==> src/rtl/pipe_trace_unit_pkg.sv <==
// Shared definitions for the pipeline trace recorder: FSM states, halt
// cause codes and the bit layout of one trace entry.
package pipe_trace_unit_pkg;

  typedef enum logic [1:0] {
    ST_IDLE = 2'd0,
    ST_RUN  = 2'd1,
    ST_HALT = 2'd2
  } state_t;

  localparam logic [1:0] CAUSE_NONE    = 2'd0;
  localparam logic [1:0] CAUSE_STOP    = 2'd1;
  localparam logic [1:0] CAUSE_BRK     = 2'd2;
  localparam logic [1:0] CAUSE_TIMEOUT = 2'd3;

  // Only the low bits of the cycle counter are kept per entry.
  localparam int CYC_LO_W = 8;

  // Entry layout, MSB to LSB: {cycle_lo, v, s, retire, pc}.
  localparam int OFF_PC = 0;

  function automatic int off_ret(input int addr_w);
    return addr_w;
  endfunction

  function automatic int off_s(input int addr_w);
    return addr_w + 1;
  endfunction

  function automatic int off_v(input int nstage, input int addr_w);
    return addr_w + 1 + nstage;
  endfunction

  function automatic int off_cyc(input int nstage, input int addr_w);
    return addr_w + 1 + 2 * nstage;
  endfunction

  function automatic int ent_w(input int nstage, input int addr_w);
    return CYC_LO_W + 2 * nstage + 1 + addr_w;
  endfunction

endpackage

==> src/rtl/pipe_trace_unit_trace_ram.sv <==
// Trace buffer storage: one write port, one registered read port, no reset,
// so it maps onto distributed RAM.
module trace_ram #(
  parameter int DEPTH = 16,
  parameter int ENT_W = 41,
  localparam int IDX_W = $clog2(DEPTH)
) (
  input  logic             clk,
  input  logic             we,
  input  logic [IDX_W-1:0] waddr,
  input  logic [ENT_W-1:0] wdata,
  input  logic             re,
  input  logic [IDX_W-1:0] raddr,
  output logic [ENT_W-1:0] rdata
);

  logic [ENT_W-1:0] mem [DEPTH];

  // Write port
  always_ff @(posedge clk) begin
    if (we) mem[waddr] <= wdata;
  end

  // Registered read port; output holds when re is low
  always_ff @(posedge clk) begin
    if (re) rdata <= mem[raddr];
  end

endmodule

==> src/rtl/pipe_trace_unit.sv <==
// Per-cycle pipeline trace recorder: captures per-boundary valid/stall bits
// and the retiring address into a ring buffer while running, counts cycles,
// retirements and stalls, halts on stop/breakpoint/timeout and then serves
// indexed reads of the buffer, oldest entry first.
module pipe_trace_unit
  import pipe_trace_unit_pkg::*;
#(
  parameter int NSTAGE = 4,
  parameter int DEPTH  = 16,
  parameter int ADDR_W = 16,
  parameter int CYC_W  = 32,
  localparam int IDX_W = $clog2(DEPTH),
  localparam int ENT_W = ent_w(NSTAGE, ADDR_W)
) (
  input  logic              clk,
  input  logic              rst,
  input  logic              start_i,
  input  logic              stop_i,
  input  logic              clear_i,
  input  logic [NSTAGE-1:0] v_i,
  input  logic [NSTAGE-1:0] s_i,
  input  logic              retire_i,
  input  logic [ADDR_W-1:0] pc_i,
  input  logic              brk_en_i,
  input  logic [ADDR_W-1:0] brk_addr_i,
  input  logic [CYC_W-1:0]  max_cyc_i,
  input  logic              rd_req_i,
  input  logic [IDX_W-1:0]  rd_idx_i,
  output logic [ENT_W-1:0]  rd_data_o,
  output logic              rd_valid_o,
  output logic              rd_err_o,
  output logic [1:0]        state_o,
  output logic [1:0]        cause_o,
  output logic [IDX_W:0]    count_o,
  output logic [CYC_W-1:0]  cycle_o,
  output logic [CYC_W-1:0]  retired_o,
  output logic [CYC_W-1:0]  stall_o
);

  localparam logic [IDX_W:0] FULL = (IDX_W + 1)'(DEPTH);

  state_t           state, state_nxt;
  logic             is_idle, is_run, is_halt;
  logic             hit_stop, hit_brk, hit_tmo, halt_any;
  logic [1:0]       cause_nxt;
  logic [CYC_W-1:0] cycle_q, retired_q, stall_q;
  logic [IDX_W-1:0] wptr, oldest, raddr;
  logic [IDX_W:0]   count_q;
  logic [1:0]       cause_q;
  logic [ADDR_W-1:0] pc_rec;
  logic [ENT_W-1:0] wdata, ram_q;
  logic             idx_err, rd_go;
  logic             rd_vld_p1, rd_err_p1, rd_zero_p1;

  // Halt conditions, evaluated on this cycle's inputs
  assign hit_stop = stop_i;
  assign hit_brk  = brk_en_i && retire_i && (pc_i == brk_addr_i);
  assign hit_tmo  = (max_cyc_i != '0) && (cycle_q == max_cyc_i - CYC_W'(1));
  assign halt_any = hit_stop || hit_brk || hit_tmo;

  // Cause priority: stop over breakpoint over timeout
  always_comb begin
    cause_nxt = CAUSE_NONE;
    if (hit_stop)     cause_nxt = CAUSE_STOP;
    else if (hit_brk) cause_nxt = CAUSE_BRK;
    else if (hit_tmo) cause_nxt = CAUSE_TIMEOUT;
  end

  // FSM state register
  always_ff @(posedge clk) begin
    if (!rst) state <= ST_IDLE;
    else      state <= state_nxt;
  end

  // FSM next-state logic
  always_comb begin
    state_nxt = state;
    case (state)
      ST_IDLE: if (start_i)  state_nxt = ST_RUN;
      ST_RUN:  if (halt_any) state_nxt = ST_HALT;
      ST_HALT: if (clear_i)  state_nxt = ST_IDLE;
      default:               state_nxt = ST_IDLE;
    endcase
  end

  // FSM output decode
  always_comb begin
    is_idle = (state == ST_IDLE);
    is_run  = (state == ST_RUN);
    is_halt = (state == ST_HALT);
    state_o = state;
  end

  // Counters, write pointer, fill level and halt cause
  always_ff @(posedge clk) begin
    if (!rst) begin
      cycle_q   <= '0;
      retired_q <= '0;
      stall_q   <= '0;
      wptr      <= '0;
      count_q   <= '0;
      cause_q   <= CAUSE_NONE;
    end else if (is_idle && start_i) begin
      cycle_q   <= '0;
      retired_q <= '0;
      stall_q   <= '0;
      wptr      <= '0;
      count_q   <= '0;
      cause_q   <= CAUSE_NONE;
    end else if (is_run) begin
      cycle_q <= cycle_q + CYC_W'(1);
      if (retire_i) retired_q <= retired_q + CYC_W'(1);
      if (|s_i)     stall_q   <= stall_q + CYC_W'(1);
      wptr <= wptr + IDX_W'(1);
      if (count_q != FULL) count_q <= count_q + (IDX_W + 1)'(1);
      cause_q <= cause_nxt;
    end else if (is_halt && clear_i) begin
      count_q <= '0;
      cause_q <= CAUSE_NONE;
    end
  end

  // Entry captured this cycle; the cycle field is the pre-increment count
  assign pc_rec = retire_i ? pc_i : '0;
  assign wdata  = {cycle_q[CYC_LO_W-1:0], v_i, s_i, retire_i, pc_rec};

  // Read addressing: index 0 is the oldest surviving entry
  assign oldest  = (count_q == FULL) ? wptr : '0;
  assign raddr   = oldest + rd_idx_i;
  assign idx_err = ({1'b0, rd_idx_i} >= count_q);
  assign rd_go   = is_halt && rd_req_i && !clear_i;

  trace_ram #(
    .DEPTH (DEPTH),
    .ENT_W (ENT_W)
  ) u_ram (
    .clk   (clk),
    .we    (is_run),
    .waddr (wptr),
    .wdata (wdata),
    .re    (rd_go && !idx_err),
    .raddr (raddr),
    .rdata (ram_q)
  );

  // Read response stage; rd_zero forces rd_data to 0 after reset or a bad index
  always_ff @(posedge clk) begin
    if (!rst) begin
      rd_vld_p1  <= 1'b0;
      rd_err_p1  <= 1'b0;
      rd_zero_p1 <= 1'b1;
    end else begin
      rd_vld_p1 <= rd_go;
      rd_err_p1 <= rd_go && idx_err;
      if (rd_go) rd_zero_p1 <= idx_err;
    end
  end

  assign rd_data_o  = rd_zero_p1 ? '0 : ram_q;
  assign rd_valid_o = rd_vld_p1;
  assign rd_err_o   = rd_err_p1;
  assign cause_o    = cause_q;
  assign count_o    = count_q;
  assign cycle_o    = cycle_q;
  assign retired_o  = retired_q;
  assign stall_o    = stall_q;

endmodule

==> config.mk <==
export PLATFORM = sky130hd
export DESIGN_NAME = pipe_trace_unit
export DESIGN_NICKNAME = d
export VERILOG_FILES = /design/src/rtl/pipe_trace_unit_pkg.sv /design/src/rtl/pipe_trace_unit_trace_ram.sv /design/src/rtl/pipe_trace_unit.sv
export SDC_FILE = /design/constraint.sdc
export NUM_CORES = 1
export LEC_CHECK = 0
export CAP_MARGIN = 15
export CORE_MARGIN = 3
export CORE_UTILIZATION = 34
export DETAILED_ROUTE_END_ITERATION = 12
export GPL_TIMING_DRIVEN = 0
export HOLD_SLACK_MARGIN = 0.15
export PLACE_DENSITY_LB_ADDON = 0.08
export SLEW_MARGIN = 5
export SYNTH_ARGS = -nofsm -noshare
export SYNTH_HDL_FRONTEND = slang
export SYNTH_HIERARCHICAL = 1
export SYNTH_SLANG_ARGS = --single-unit
==> constraint.sdc <==
create_clock -name clk -period 10.44 [get_ports clk]
set_input_delay 1.044 -clock clk [delete_from_list [all_inputs] [get_ports clk]]
set_output_delay 1.044 -clock clk [all_outputs]
set_load 0.02 [all_outputs]
# Yosys cells after proc, flatten, opt, wreduce, memory -nomap -nowiden
# Memory sizes are Yosys's and may differ from the RTL's. A register that Yosys moved wholly into a read port is not among the register bits.
# Cells that the tools add are included.
# Widths: inputs -> output; s select.
# word_totals
ff_bits	112
mem_bits_rw	528
inputBits	84
word_cells	69
memories	1
# mem_list
memory	words	width	read_ports	rd_ports_with_merged_regs	wr	line	source
u_ram.mem	16	33	1	1	1	pipe_trace_unit_trace_ram.sv:17	logic [ENT_W-1:0] mem [DEPTH];
# classes
add_sub_neg	7
order_cmp	1
eq_ne	10
mux	17
bitwise_logic	1
n_reduce_logical	22
# ops
operator	n
$add 32x1->32 const B	3
$mux 33	1
$eq 32x32->1	1
$reduce_bool 32->1	1
$sub 32x1->32 const B	1
$eq 16x16->1	1
$mux 16	1
$mux 2	8
$mux 5	3
$logic_and 1x1->1	9
$pmux 2 s3	1
$reduce_and 2->1	3
$add 5x1->5 const B	1
$eq 5x5->1 const B	1
$ge 4x5->1	1
$ne 5x5->1 const B	1
$add 4x1->4 const B	1
$add 4x4->4	1
$mux 4	1
$ne 2x1->1 const B	2
$ne 2x2->1 const B	2
$reduce_or 4->1	1
$reduce_and 3->1	1
$eq 2x1->1 const B	1
other kinds (8)	11

# Logic depth before layout (Yosys ltp)
# Gate-level depths: netlist of run 1.
# depth
word_depth	7
ltp_mapped	15
depth_no_buf	13

# Cells and area by module
# The synthesis of run 1 kept the hierarchy.
# modules_own_cells
mod	instances	cells_per_inst	area_per_inst_um2	seq_area_each_um2
trace_ram	1	864	20961.4	16846.2
pipe_trace_unit	1	858	6891.6	2242.2

# Worst setup path after synthesis of run 1
# No wires, ideal clock.
# synth_path
path_kind	register -> register
startpoint	register state[0], in the netlist state_o[0]
endpoint	memory u_ram/mem[0][0] in the netlist's numbering (enable)
setup_time_ns	0.464
arrival_time_ns	4.098
required_time_ns	9.976
setup_slack_ns	5.877
path_stages_with_launch	7
synth_period_minus_slack_ns	4.563
path_cell_list	dfxtp_1 nand2b_1 clkbuf_1 inv_1 buf_1 or3b_2 nor3_1
# synth_between
elab_chain_cells	3
# synth_lines
item	line	source
from (decl)	pipe_trace_unit.sv:42	state_t state, state_nxt;
from (signal assigned)	pipe_trace_unit.sv:72	else state <= state_nxt;
$eq 2x1->1	pipe_trace_unit.sv:89	is_run = (state == ST_RUN);
net is_run	pipe_trace_unit.sv:43	logic is_idle, is_run, is_halt;
$mux 1	pipe_trace_unit_trace_ram.sv:21	if (we) mem[waddr] <= wdata;
$mux 1 (not written as such)	pipe_trace_unit_trace_ram.sv:21	
to (decl)	pipe_trace_unit_trace_ram.sv:17	
# The timed path passes the listed nets, and every way through them passes these cells.

# Worst setup path after layout of run 1
# layout_path
startpoint	register count_q[1], in the netlist count_o[1]
endpoint	register u_ram.rdata[23], read port of u_ram.mem (data pin)
# layout_between
elab_chain_cells	3
# layout_lines
item	line	source
from (decl)	pipe_trace_unit.sv:48	logic [IDX_W:0] count_q;
from (signal assigned)	pipe_trace_unit.sv:115	if (count_q != FULL) count_q <= count_q + (IDX_W + 1)'(1);
$eq 5x5->1	pipe_trace_unit.sv:128	assign oldest = (count_q == FULL) ? wptr : '0;
$mux 4	pipe_trace_unit.sv:128	
$add 4x4->4	pipe_trace_unit.sv:129	assign raddr = oldest + rd_idx_i;
net raddr[1]	pipe_trace_unit.sv:47	logic [IDX_W-1:0] wptr, oldest, raddr;
to (decl)	pipe_trace_unit_trace_ram.sv:14	output logic [ENT_W-1:0] rdata
# The timed path passes the listed nets, and every way through them passes these cells.
# A chain may end at the register's enable or synchronous reset.

==> out/qor.tcl, run 1 <==
set qor(yosys_warnings) 6
set qor(clk_pin_slew_worst_paths_ns) 0.06
set qor(die_w_um) 292.2
set qor(syn-mean-instance-area_sq_um) 16.17
set qor(buffer_ports.inserted) 221
set qor(synth_seq_cells) 673
set qor(dp_worst_setup_slack_ns) 5.620
set qor(worst-setup-path-type) {reg -> reg}
set qor(layout_setup_ws_ns) 6.204
set qor(cts_repair_resized_insts) 0
set qor(flow.area_growth_from_synthesis_pct) 24.48
set qor(fillerInstances) 7257
set qor(min-delay-path-class) {reg -> reg}
set qor(slew-limit-headroom_pct) 30.23
set qor(cp_num_buf_inv) 6
set qor(post-route-period-util_pct) 40.57
set qor(netlist_area_sq_um) 27850
set qor(post_drt_wl_per_cell_um) 24.25
set qor(critPathCaptureType) {register}
set qor(row_count) 104
set qor(layout-drive-gt1-share_pct) 14.99
set qor(count_of_different_cell_masters_after_synthesis) 64
set qor(crit_arrival_ns) 4.59
set qor(peakVddDrop_uv) 104.5
set qor(yosys_most_used_dff) {sky130_fd_sc_hd__edfxtp_1}
set qor(mappedNetlistNets) 1822
set qor(critPathLaunchType) {register}
set qor(dr.first_iter.drc_count) 1013
set qor(clock_tree.root_cell) {sky130_fd_sc_hd__clkbuf_16}
set qor(cpLargestDelayFamily) {buffers and inverters}
set qor(antenna_left) 0
set qor(remaining_drc_errors) 0
set qor(cts-htree-levels) 3
set qor(initial_core_util_pct) 34.47
set qor(layout.cells.most_common_list) {sky130_fd_sc_hd__edfxtp_1, sky130_fd_sc_hd__clkdlybuf4s50_1, sky130_fd_sc_hd__nor2_1}
set qor(die_y_um) 292.2
set qor(cts.path.max_buffers) 3
set qor(fin_nets) 2159
set qor(clock.fmax_mhz) 236.1
set qor(design.core.area_sq_um) 80810
set qor(setup_viol) 0
set qor(drv.max_cap_violation_count) 0
set qor(number_of_flops_mapped_to_enable_cells_by_yosys) 561
set qor(critical_path.slowest_cell) {sky130_fd_sc_hd__buf_1}
set qor(cp.required_ns) 10.80
set qor(dieArea_sq_um) 85390
set qor(timing.final.crit_period_ns) 4.236
set qor(routed_wl_um) 77160
set qor(timing.critical_path.cells) {inv_1, ha_1, nand2_1, nor3_1, and2_1, ha_1, inv_1, fa_1, inv_1, buf_2, buf_2, buf_1, mux4_1, a22oi_1, nand2_1}
set qor(first_global_vias) 17250
set qor(totalNegativeSetupSlack_ns) 0
set qor(firstDrtPassIters) 5
set qor(total_power_divided_by_cell_area_nw_per_um2) 169.4
set qor(final_max_slew_viol_count) 0
set qor(worst_pin_slew_ns) 1.047
set qor(number_of_setup_buffers_added_after_cts) 0
set qor(clock-sinks) 673
set qor(grt_pass1_wl_um) 114300
set qor(final_common_cell) {sky130_fd_sc_hd__edfxtp_1}
set qor(design.portCount) 224
set qor(clk_latency_ns) 0.61
set qor(finClkSkew_ns) 0.02073
set qor(hold_viol_final) 0
set qor(total_leakage_power_nw) 11.19
set qor(number_of_vias_per_cell) 5.157
set qor(cell_with_the_most_instances_on_the_worst_path) {sky130_fd_sc_hd__inv_1}
set qor(gp_routability_congestion) 0.7990
set qor(global_route_total_usage_across_every_layer_pct) 18.10
set qor(crit_fanout) 10
set qor(routed-via-count) 16410
set qor(netlist_instances) 1722
set qor(initial_antenna_violation_count) 3
set qor(cts_hold_repair.buffers) 0
set qor(grt_overflow_total) 0
set qor(pin_count_of_the_biggest_net_entering_global_routing) 26
set qor(rsz0062_at_grt) {false}
set qor(tritoncts) {yes}
set qor(async_reset_ff_share_pct) 0
set qor(total_power_mw) 5.872
set qor(numCtsBuffers) 75
set qor(dpl.hpwl_um) 53220
set qor(synth.yosys.seq_area_share_pct) 68.53
set qor(critical-path-max-stage-delay_ns) 0.61
set qor(outcome) {finished clean}
## kinds of logic (layout without fill, tap and decap cells)
group | Yosys count | after routing | synth area share (%)
fa+ha+maj | 16 | 16 | 0.7457
buf+inv | 96 | 495 | 1.887
other cells | 0 | 1 | 0
compound gates | 151 | 151 | 3.693
mux | 140 | 140 | 11.23
xor+xnor | 143 | 143 | 4.497
flops | 673 | 673 | 68.53
simple gates | 503 | 503 | 9.416
## synth_stat cells (15+ instances only)
cell type,number,area [sq um]
sky130_fd_sc_hd__a21oi_1,25,125.1
sky130_fd_sc_hd__a22oi_1,66,495.5
sky130_fd_sc_hd__and2_1,23,143.9
sky130_fd_sc_hd__and3_1,18,112.6
sky130_fd_sc_hd__clkbuf_1,43,161.4
sky130_fd_sc_hd__dfxtp_1,112,2242
sky130_fd_sc_hd__edfxtp_1,561,16850
sky130_fd_sc_hd__ha_1,15,187.7
sky130_fd_sc_hd__inv_1,23,86.33
sky130_fd_sc_hd__mux4_1,19,499.2
sky130_fd_sc_hd__mux4_2,113,2545
sky130_fd_sc_hd__nand2_1,89,334.1
sky130_fd_sc_hd__nand3_1,37,185.2
sky130_fd_sc_hd__nand4_1,34,212.7
sky130_fd_sc_hd__nor2_1,139,521.8
sky130_fd_sc_hd__nor2b_1,43,269.0
sky130_fd_sc_hd__nor3_1,24,120.1
sky130_fd_sc_hd__nor4_1,18,112.6
sky130_fd_sc_hd__o21ai_0,25,125.1
sky130_fd_sc_hd__or3_1,20,125.1
sky130_fd_sc_hd__xnor2_1,55,481.7
sky130_fd_sc_hd__xor2_1,88,770.7
## worst paths after layout
check	from	end	slack, ns	cells past startpoint
hold reg to reg	stall_o[27]$_SDFFE_PP0P_	stall_o[27]$_SDFFE_PP0P_	0.50	2
hold / removal	stall_o[27]$_SDFFE_PP0P_	stall_o[27]$_SDFFE_PP0P_	0.50	2
setup reg to reg	count_o[1]$_SDFFE_PP0P_	u_ram/rdata[23]$_DFFE_PP_	6.20	15
setup / recovery	count_o[1]$_SDFFE_PP0P_	u_ram/rdata[23]$_DFFE_PP_	6.20	15
## state kept, by name, summed over array words and instances (netlist names)
name,cells
state_o,2
cycle_o,32
count_o,5
cause_o,2
wptr,4
u_ram/mem,528
stall_o,32
rd_err_o,1
u_ram/rdata,33
rd_valid_o,1
retired_o,32
rd_zero_p1,1
## per-stage QoR
stage / cell area, sq um / util (%) / instances / hold slack (ns)
finish: 34670 / 42.91 / 3182 / 0.5003
detailed placement: 32210 / 39.86 / 3042 / 0.4998
CTS: 34670 / 42.90 / 3181 / 0.5087
global placement: 31390 / 38.85 / 3003 / 0.4850
floorplan: 27850 / - / 1722 / 0.5468
global route: 34670 / 42.90 / 3181 / 0.5340
## worst reg2reg max path, cell delays in order (launching register included)
cell	delay, ns
sky130_fd_sc_hd__dfxtp_1	0.35
sky130_fd_sc_hd__inv_1	0.12
sky130_fd_sc_hd__ha_1	0.16
sky130_fd_sc_hd__nand2_1	0.05
sky130_fd_sc_hd__nor3_1	0.41
sky130_fd_sc_hd__and2_1	0.20
sky130_fd_sc_hd__ha_1	0.16
sky130_fd_sc_hd__inv_1	0.06
sky130_fd_sc_hd__fa_1	0.44
sky130_fd_sc_hd__inv_1	0.06
sky130_fd_sc_hd__buf_2	0.23
sky130_fd_sc_hd__buf_2	0.36
sky130_fd_sc_hd__buf_1	0.62
sky130_fd_sc_hd__mux4_1	0.41
sky130_fd_sc_hd__a22oi_1	0.27
sky130_fd_sc_hd__nand2_1	0.10
## metal layers
layer / vias up / share of wire, % / wire length, um / track usage, %
li1: 7408 / - / - / -
met1: 8490 / 44 / 34080 / 24.47
met2: 417 / 48 / 37120 / 29.98
met3: 91 / 5.8 / 4464 / 4.056
met4: 4 / 1.9 / 1464 / 4.106
met5: - / 0.030 / 23 / 0
## area by class of cell
cell class	instances	area, sq um	share of cell area (%)
timing repair buffer	260	2917	8.412
multi-input combinational	953	8357	24.10
inverter	23	86.33	0.2490
buffer	73	439.2	1.267
sequential	673	19090	55.06
clock inverter	36	347.8	1.003
clock buffer	103	2107	6.077
tap	1060	1326	3.825
antenna	1	2.502	0.007218
## power breakdown
| part | internal (mW) | switching [mW] | total (mW) |
|---|---|---|---|
| registers | 2.92 | 0.00916 | 2.93 |
| clock network | 1.57 | 1.06 | 2.63 |
| logic | 0.130 | 0.186 | 0.317 |
| total | 4.62 | 1.26 | 5.87 |
Power figures use the tool's default switching activity.
==> run 2: changes to the inputs <==
clock period = 4.34 ns   (was 10.44 ns; I/O delays follow)
==> run 2 against run 1 <==
Against the previous run: cell area rose by 0.16%; power rose by 140%; flip-flop and latch count did not move; wire length rose by 0.24%; critical path depth fell by 1; fmax rose by 1.7%; clock skew fell by 0.0019 ns; highest routed layer unchanged.
==> out/qor.tcl, run 2 (same netlist as run 1, synthesis figures left out) <==
set qor(fin_nets) 2157 ;# was 2159
set qor(clk_pin_slew_worst_paths_ns) 0.06 ;# about the same
set qor(power_switching_mw) 3.002 ;# was 1.256 mW
set qor(routed-via-count) 16330 ;# was 16410
set qor(layout.cells.most_common_list) {sky130_fd_sc_hd__edfxtp_1, sky130_fd_sc_hd__clkdlybuf4s50_1, sky130_fd_sc_hd__nor2_1} ;# unchanged
set qor(layout_setup_ws_ns) 0.1737 ;# was 6.204 ns
set qor(clock-sinks) 673 ;# unchanged
set qor(number_of_vias_per_cell) 5.146 ;# was 5.157
set qor(numCtsBuffers) 76 ;# was 75
set qor(min-delay-path-class) {in -> reg} ;# was reg -> reg
set qor(grt_pass1_wl_um) 113500 ;# was 114300 um
set qor(post-route-period-util_pct) 96.00 ;# was 40.57%
set qor(outcome) {finished clean} ;# unchanged
set qor(die_y_um) 292.2 ;# unchanged
set qor(row_count) 104 ;# unchanged
set qor(pin_count_of_the_biggest_net_entering_global_routing) 26 ;# unchanged
set qor(timing.final.crit_period_ns) 4.166 ;# was 4.236 ns
set qor(totalNegativeSetupSlack_ns) 0 ;# unchanged
set qor(total_power_mw) 14.30 ;# was 5.872 mW
set qor(hold_viol_final) 0 ;# unchanged
set qor(cts-htree-levels) 3 ;# unchanged
set qor(cpLargestDelayFamily) {simple AND/OR/NAND/NOR gates} ;# was buffers and inverters
set qor(clock_power_share_pct) 45.4 ;# was 44.7%
set qor(crit_fanout) 10 ;# unchanged
set qor(cp_num_buf_inv) 3 ;# was 6
set qor(cell_with_the_most_instances_on_the_worst_path) {sky130_fd_sc_hd__nand2_1} ;# was sky130_fd_sc_hd__inv_1
set qor(drv.max_cap_violation_count) 0 ;# unchanged
set qor(post_drt_wl_per_cell_um) 24.37 ;# was 24.25 um
set qor(critical-path-max-stage-delay_ns) 0.79 ;# was 0.61 ns
set qor(design.portCount) 224 ;# unchanged
set qor(antenna_left) 0 ;# unchanged
set qor(timing.critical_path.cells) {inv_1, ha_1, nand2_1, nor3_1, nand2_1, inv_1, ha_1, a21o_1, a21oi_1, xnor2_1, nor2_1, buf_1, a22oi_1, nand2_1} ;# was inv_1, ha_1, nand2_1, nor3_1, and2_1, ha_1, inv_1, fa_1, inv_1, buf_2, buf_2, buf_1, mux4_1, a22oi_1, nand2_1
set qor(power.share.switching_pct) 20.99 ;# was 21.39%
set qor(peakVddDrop_uv) 300.7 ;# was 104.5 uV
set qor(crit_arrival_ns) 4.60 ;# was 4.59 ns
set qor(grt_overflow_total) 0 ;# unchanged
set qor(cts.path.max_buffers) 3 ;# unchanged
set qor(cell_int_power_mw) 11.30 ;# was 4.616 mW
set qor(critPathCaptureType) {register} ;# unchanged
set qor(global_route_total_usage_across_every_layer_pct) 18.01 ;# was 18.10%
set qor(finish.cell_count_without_fillers) 3174 ;# was 3182
set qor(dieArea_sq_um) 85390 ;# unchanged
set qor(die_w_um) 292.2 ;# unchanged
set qor(layout-drive-gt1-share_pct) 15.21 ;# was 14.99%
set qor(cts_hold_repair.buffers) 0 ;# unchanged
set qor(slew-limit-headroom_pct) 33.41 ;# was 30.23%
set qor(dpl.hpwl_um) 53580 ;# was 53220 um
set qor(largestRegisters) {u_ram/mem x528, u_ram/rdata x33} ;# unchanged
set qor(total_leakage_power_nw) 11.21 ;# was 11.19 nW
set qor(critical_path.slowest_cell) {sky130_fd_sc_hd__buf_1} ;# unchanged
set qor(total_power_divided_by_cell_area_nw_per_um2) 411.9 ;# was 169.4 nW/um^2
set qor(first_global_vias) 17060 ;# was 17250
set qor(largest_register_ffs) 528 ;# unchanged
set qor(finClkSkew_ns) 0.01888 ;# was 0.02073 ns
set qor(setup_viol) 0 ;# unchanged
set qor(gp_routability_congestion) 0.8082 ;# was 0.7990
set qor(firstDrtPassIters) 5 ;# unchanged
set qor(dr.first_iter.drc_count) 1123 ;# was 1013
set qor(clock.fmax_mhz) 240.0 ;# was 236.1 MHz
set qor(clk_latency_ns) 0.60 ;# was 0.61 ns
set qor(final_max_slew_viol_count) 0 ;# unchanged
set qor(worst_pin_slew_ns) 0.9989 ;# was 1.047 ns
set qor(initial_core_util_pct) 34.47 ;# unchanged
set qor(reg_with_most_ffs) {u_ram/mem} ;# unchanged
set qor(critPathLaunchType) {register} ;# unchanged
set qor(initial_antenna_violation_count) 3 ;# unchanged
set qor(tritoncts) {yes} ;# unchanged
set qor(routed_wl_um) 77340 ;# was 77160 um
set qor(remaining_drc_errors) 0 ;# unchanged
set qor(final_common_cell) {sky130_fd_sc_hd__edfxtp_1} ;# unchanged
set qor(flow.area_growth_from_synthesis_pct) 24.68 ;# was 24.48%
set qor(proportion_of_power_drawn_by_flip_flops_and_latches_pct) 49.2 ;# was 49.9%
set qor(dp_worst_setup_slack_ns) -0.05773 ;# was 5.620 ns
set qor(buffer_ports.inserted) 221 ;# unchanged
set qor(post-place-cells) 3039 ;# was 3042
set qor(cp.required_ns) 4.77 ;# was 10.80 ns
set qor(clock_tree.root_cell) {sky130_fd_sc_hd__clkbuf_16} ;# unchanged
set qor(postLayoutCoreUtil_pct) 42.98 ;# was 42.91%
set qor(worst-setup-path-type) {reg -> reg} ;# unchanged
set qor(p_comb_share_pct) 5.4 ;# about the same
set qor(rsz0062_at_grt) {false} ;# unchanged
set qor(design.core.area_sq_um) 80810 ;# unchanged
## run 2: stage by stage
stage / hold slack [ns] / instance area, sq um
after floorplan: 0.5102 / 27860
after global placement: 0.4854 / 31400
after detailed placement: 0.5067 / 32210
after CTS: 0.4828 / 34720
after global routing: 0.4960 / 34720
final: 0.4817 / 34730
## run 2: what timing repair did
action,4_1_cts,5_1_grt
setup buffers,0,0
gates cloned,0,0
setup endpoints to repair,8,15
pin swaps,0,0
gates resized for setup,4,7
## run 2: layout make-up
class / count / area, sq um
sequential: 673 / 19090
inverter: 23 / 86.33
timing repair buffer: 257 / 2908
buffer: 73 / 451.7
multi-input combinational: 953 / 8363
clock buffer: 95 / 2037
tap: 1060 / 1326
fill: 7228 / 46080
clock inverter: 37 / 459.2
antenna: 3 / 7.507
## run 2: power groups by stage
stage                     combinational, mW  clock, mW  sequential [mW]
final                                 0.768       6.49             7.04
after CTS                             0.788       6.68             7.04
after global routing                  0.833       6.95             7.04
after floorplan                       0.418          0             7.18
after global placement                0.758          0             7.18
after detailed placement              0.785          0             7.18
## run 2: routing by layer
layer	GRT usage, %	routed length [um]	up-vias
li1	-	-	7392
met1	24.36	34200	8410
met2	29.54	36960	428
met3	4.254	4847	102
met4	4.315	1320	2
met5	0	13	-
## run 2: worst reg2reg max path, cell delays in order, from the launching register on
cell and delay [ns]:
sky130_fd_sc_hd__dfxtp_1 0.36, sky130_fd_sc_hd__inv_1 0.11, sky130_fd_sc_hd__ha_1 0.16, sky130_fd_sc_hd__nand2_1 0.05, sky130_fd_sc_hd__nor3_1 0.43, sky130_fd_sc_hd__nand2_1 0.19
sky130_fd_sc_hd__inv_1 0.09, sky130_fd_sc_hd__ha_1 0.22, sky130_fd_sc_hd__a21o_1 0.17, sky130_fd_sc_hd__a21oi_1 0.16, sky130_fd_sc_hd__xnor2_1 0.17, sky130_fd_sc_hd__nor2_1 0.67
sky130_fd_sc_hd__buf_1 0.79, sky130_fd_sc_hd__a22oi_1 0.23, sky130_fd_sc_hd__nand2_1 0.20
## run 2: worst paths after layout
path / cells past startpoint / end / slack (ns) / startpoint
max: 14 / u_ram/rdata[16]$_DFFE_PP_ / 0.17 / count_o[0]$_SDFFE_PP0P_
min: 1 / u_ram/mem[3][16]$_DFFE_PP_ / 0.48 / retire_i
max reg2reg: 14 / u_ram/rdata[16]$_DFFE_PP_ / 0.17 / count_o[0]$_SDFFE_PP0P_
min reg2reg: 2 / stall_o[27]$_SDFFE_PP0P_ / 0.51 / stall_o[27]$_SDFFE_PP0P_
